[config.mk]
export PLATFORM = sky130hd
export DESIGN_NAME = branch_resolve_unit
export DESIGN_NICKNAME = d
export VERILOG_FILES = /design/src/rtl/branch_resolve_unit.sv
export SDC_FILE = /design/constraint.sdc
export NUM_CORES = 1
export LEC_CHECK = 0
export ABC_CLOCK_PERIOD_IN_PS = 4200
export BUFFER_PORTS_ARGS = -buffer_cell sky130_fd_sc_hd__buf_2
export CAP_MARGIN = 40
export CORE_MARGIN = 8
export CORE_UTILIZATION = 25
export DETAILED_ROUTE_END_ITERATION = 6
export GPL_TIMING_DRIVEN = 0
export SLEW_MARGIN = 20
export SYNTH_ARGS = -nofsm -noshare
export SYNTH_HDL_FRONTEND = slang
export SYNTH_SLANG_ARGS = --single-unit
[constraint.sdc]
create_clock -name clock_i -period 4.2 [get_ports clock_i]
set_input_delay 0.21 -clock clock_i [delete_from_list [all_inputs] [get_ports clock_i]]
set_output_delay 0.21 -clock clock_i [all_outputs]
set_load 0.01 [all_outputs]
[src/rtl/branch_resolve_unit.sv]
// branch_resolve_unit: execute-stage RV32 branch resolver with 2-bit BHT and registered redirect
// Ports: clock_i/reset_i (sync, active-high); f_pc_i -> f_pred_tk_o (combinational BHT lookup);
//        e_* branch in EX; br_tk_o, redirect_valid_o, redirect_pc_o registered results.
// Optional: define BRANCH_STATS_EN to add stat_branches_o / stat_mispredicts_o (STAT_W, saturating).
module branch_resolve_unit #(
  parameter int XLEN        = 32,
  parameter int BHT_ENTRIES = 64,
  parameter int STAT_W      = 32
) (
  input  logic            clock_i,
  input  logic            reset_i,
  input  logic [XLEN-1:0] f_pc_i,
  output logic            f_pred_tk_o,
  input  logic            e_valid_i,
  input  logic            e_stall_i,
  input  logic [2:0]      e_funct3_i,
  input  logic [XLEN-1:0] e_rs1_i,
  input  logic [XLEN-1:0] e_rs2_i,
  input  logic [XLEN-1:0] e_pc_i,
  input  logic [XLEN-1:0] e_target_i,
  input  logic            e_pred_tk_i,
  output logic            br_tk_o,
  output logic            redirect_valid_o,
  output logic [XLEN-1:0] redirect_pc_o
`ifdef BRANCH_STATS_EN
  ,
  output logic [STAT_W-1:0] stat_branches_o,
  output logic [STAT_W-1:0] stat_mispredicts_o
`endif
);
  localparam int IDX_W = $clog2(BHT_ENTRIES);
  logic [1:0]       bht_q [BHT_ENTRIES];
  logic             br_tk_q, br_tk_d, redirect_valid_q, redirect_valid_d;
  logic [XLEN-1:0]  redirect_pc_q, redirect_pc_d;
  logic [IDX_W-1:0] e_idx;
  logic [1:0]       ctr, ctr_d;
  logic             eq, lts, ltu, tk, legal, resolve;
  logic             unused_f_pc;
  assign unused_f_pc = ^{f_pc_i[XLEN-1:IDX_W+2], f_pc_i[1:0]};
  assign f_pred_tk_o = bht_q[f_pc_i[IDX_W+1:2]][1];
  assign e_idx = e_pc_i[IDX_W+1:2];
  assign ctr   = bht_q[e_idx];
  assign eq    = e_rs1_i == e_rs2_i;
  assign lts   = $signed(e_rs1_i) < $signed(e_rs2_i);
  assign ltu   = e_rs1_i < e_rs2_i;
  // funct3[0] inverts the base compare: BNE/BGE/BGEU
  assign tk    = (e_funct3_i[2] ? (e_funct3_i[1] ? ltu : lts) : eq) ^ e_funct3_i[0];
  assign legal = e_funct3_i[2:1] != 2'b01;
  // a live redirect means EX holds a wrong-path instruction
  assign resolve = e_valid_i & ~e_stall_i & ~redirect_valid_q & legal;
  assign br_tk_d          = resolve ? tk : br_tk_q;
  assign redirect_valid_d = resolve & (tk != e_pred_tk_i);
  assign redirect_pc_d    = resolve ? (tk ? e_target_i : e_pc_i + XLEN'(4)) : redirect_pc_q;
  assign ctr_d = tk ? ctr + 2'(ctr != 2'b11) : ctr - 2'(ctr != 2'b00);
  always_ff @(posedge clock_i) begin
    if (reset_i) begin
      for (int i = 0; i < BHT_ENTRIES; i++) bht_q[i] <= 2'b01;
      br_tk_q          <= 1'b0;
      redirect_valid_q <= 1'b0;
      redirect_pc_q    <= '0;
    end else begin
      br_tk_q          <= br_tk_d;
      redirect_valid_q <= redirect_valid_d;
      redirect_pc_q    <= redirect_pc_d;
      if (resolve) bht_q[e_idx] <= ctr_d;
    end
  end
  assign br_tk_o          = br_tk_q;
  assign redirect_valid_o = redirect_valid_q;
  assign redirect_pc_o    = redirect_pc_q;
`ifdef BRANCH_STATS_EN
  logic [STAT_W-1:0] stat_branches_q, stat_mispredicts_q;
  always_ff @(posedge clock_i) begin
    if (reset_i) begin
      stat_branches_q    <= '0;
      stat_mispredicts_q <= '0;
    end else if (resolve) begin
      stat_branches_q    <= stat_branches_q + STAT_W'(stat_branches_q != '1);
      stat_mispredicts_q <= stat_mispredicts_q + STAT_W'(redirect_valid_d && stat_mispredicts_q != '1);
    end
  end
  assign stat_branches_o    = stat_branches_q;
  assign stat_mispredicts_o = stat_mispredicts_q;
`else
  localparam int unused_stat_w = STAT_W;
`endif
endmodule

==> flow_summary.ini <==
[outcome]
status = finished clean

[hold_path]
hp-class = in2reg

[route]
route.detailed.drc = 0
antenna_left = 0
vias = 8808
wire_per_inst_um = 21.82
dr.pass1.iters = 5
wl_um = 37330
via_per_inst = 5.148
drtIter0Drc = 828

[timing]
skew_ps = 9.655
worstMarginPinSlew_ps = 925.1
period_minus_slack_ps = 4027
rsz0062_at_grt = no
slew_headroom_pct = 38.33
drv_slew = 0
max_freq_mhz = 248.3
min_period_over_period_pct = 95.89
timing.hold.ws_ps = 12.92
hold_viol = 0
setup_violations = 0
setup_ws_ps = 172.6

[run]
max_cap_viol_count = 0

[synth]
yosys.area.top_type_share_pct = 37.61
syn_nets = 1161
synth.area.top_cells = edfxtp_1 (38%), dfxtp_1 (6.7%), mux4_2 (6.6%)
yosysSeqAreaShare_pct = 44.27
ys_ff_latch = 162
synthCells = 959
synth-edff-count = 128
yosysMostFrequentCell = edfxtp_1
ys_warn_count = 0
yosysTopAreaCell = edfxtp_1
syn-cell-area_um2 = 10220
yosysUniqueCellTypes = 65
synthArstFlopShare_pct = 0
synth_flop_cell = edfxtp_1
synthTopCellsByCount = edfxtp_1 (128), nand2_1 (119), nor3_2 (57), o21bai_1 (53), clkbuf_1 (47)
synth.avg_cell_area_um2 = 10.66

[clock_tree]
htreeDepth = 4
postCtsHoldBufs = 0
cts.path.max_buffers = 2
clockRootBuffer = clkbuf_16
clk_pin_slew_ps = 70
cts_buffers = 17
cts_tree = done
post_cts_buffers = 0
cts_sinks = 162
clk_latency_ps = 440

[pwr]
p_leak_nw = 4.470
p_per_area_nw_per_um2 = 339.8
ir_worst_vdd_mv = 0.2804
total_power_mw = 4.258

[global_route]
grt_pass1_wl_um = 55970
top_usage_layer = met2
grt_util_met2_pct = 26.74
overflow = 0
grt_max_degree = 17
met3_usage_pct = 2.572
antenna_found_initial = 2
first_global_vias = 8828
track_usage_pct = 15.47
met1_usage_pct = 18.17

[final_layout]
area_growth_pct = 22.60
nNetsFinal = 1366
post-route-util_pct = 30.90
drive_gt1_share_pct = 30.95

[floorplan]
die_w_um = 218.2
ios = 203
core_area_um2 = 40550
dieArea_um2 = 47600
start_util_pct = 25.20
rows = 74
die_h_um = 218.2

[setup_path]
required_ps = 4370
worstSetupEndpointType = flip-flop
worstSetupPathType = in2reg
worstPathArrival_ps = 4200
cp-start-kind = input port
cp_max_fo = 10

[placed_design]
io_buffer_count = 173
place.gp.congestion = 0.9475
dp_hpwl_um = 28760
preCtsSetupSlack_ps = -678.3
-- layout make-up --
type | instances | area (um^2)
fillers | 4187 | 28020
repair buffers | 186 | 1005
inverters | 39 | 146.4
plain buffers | 79 | 409.1
well taps | 532 | 665.6
flip-flops and latches | 162 | 4524
multi-input cells | 679 | 5213
clock buffers | 17 | 425.4
clock inverters | 14 | 133.9
diodes | 3 | 7.507
-- through the flow --
step	setup TNS, ps	area [um^2]	std cells
detailed placement	-63560	11890	1675
CTS	0	12480	1706
finish	0	12530	1711
global placement	-65310	11750	1664
global route	0	12530	1711
floorplan	0	10220	959
-- registers in the layout, indices dropped and copies added, names as in the netlist --
signal and flops:
bht_q 128, redirect_pc_o 32, redirect_valid_o 1, br_tk_o 1
-- critical path, cell delays in order --
cell and delay (ps):
buf_2 80, inv_1 30, ha_1 300, nand4_1 210
nor4_4 410, a21boi_0 290, nor3_1 120, o311ai_1 430
o21ai_4 200, clkbuf_4 250, buf_2 210, nor3b_1 200
a21oi_1 60, ha_1 340, buf_2 280, or4_1 580
-- cell usage in the layout, fill, tap and decap left out, types with 6 or more instances in the layout --
cell | Yosys | final
a21oi_1 | 21 | 21
edfxtp_1 | 128 | 128
nor2b_1 | 7 | 7
mux2i_1 | 36 | 36
nand3_1 | 24 | 24
clkbuf_1 | 47 | 46
dfxtp_1 | 34 | 34
and3_1 | 8 | 8
buf_4 | 6 | 8
a21o_1 | 15 | 15
nand2_1 | 119 | 119
o22ai_1 | 25 | 25
ha_1 | 34 | 34
nand4_1 | 10 | 10
buf_2 | 15 | 188
buf_6 | 9 | 20
nor3_1 | 12 | 8
a211oi_1 | 6 | 6
o211ai_1 | 6 | 6
nor2_1 | 40 | 33
o21bai_1 | 53 | 53
o21ai_0 | 39 | 39
nor2_2 | 0 | 7
xor2_1 | 12 | 12
inv_1 | 39 | 39
xnor2_1 | 17 | 17
mux4_2 | 30 | 30
nor3_2 | 57 | 61
clkbuf_16 | 0 | 17
nand2b_1 | 28 | 28
a31oi_1 | 6 | 6
-- routing by layer --
metal | up-vias | share of wire, % | wire, um
li1 | 3964 | - | -
met1 | 4266 | 38 | 14260
met2 | 469 | 50 | 18550
met3 | 109 | 7.2 | 2687
met4 | 0 | 4.9 | 1828
met5 | - | 0 | 0
-- power breakdown --
part           total, mW  internal [mW]  leakage, nW  switching (mW)
combinational      0.958          0.344         2.81           0.614
clock               1.50          0.818        0.258           0.685
sequential          1.80           1.77         1.41          0.0261
-- worst paths after layout --
| kind | start | end | slack [ps] | cells past startpoint |
|---|---|---|---|---|
| max | e_rs2_i[11] | bht_q[21][0]$_SDFFCE_PN1P_ | 170 | 16 |
| min | e_pred_tk_i | redirect_valid_o$_SDFF_PP0_ | 10 | 3 |
| max reg2reg | bht_q[14][1]$_SDFFCE_PN0P_ | bht_q[21][0]$_SDFFCE_PN1P_ | 520 | 9 |
| min reg2reg | redirect_pc_o[17]$_SDFFE_PP0P_ | redirect_pc_o[17]$_SDFFE_PP0P_ | 450 | 2 |
-- kinds of logic (layout without fill, tap and decap cells) --
group	count (synthesis)	in the layout	share of synthesized area, %
buffers and inverters	118	335	5.399
multiplexers	73	73	11.02
XOR/XNOR	30	30	2.755
flip-flops	162	162	44.27
other	0	3	0
AO/OA/AOI/OAI	204	204	13.42
AND/OR/NAND/NOR	338	338	18.98
adder cells (fa/ha/maj)	34	34	4.163
-- what timing repair did --
action                     4_1_cts  5_1_grt
setup endpoints to repair       61      123
gates resized for setup          9        4
pin swaps                        0        1
No activity file was read; power rests on OpenSTA's default activity.
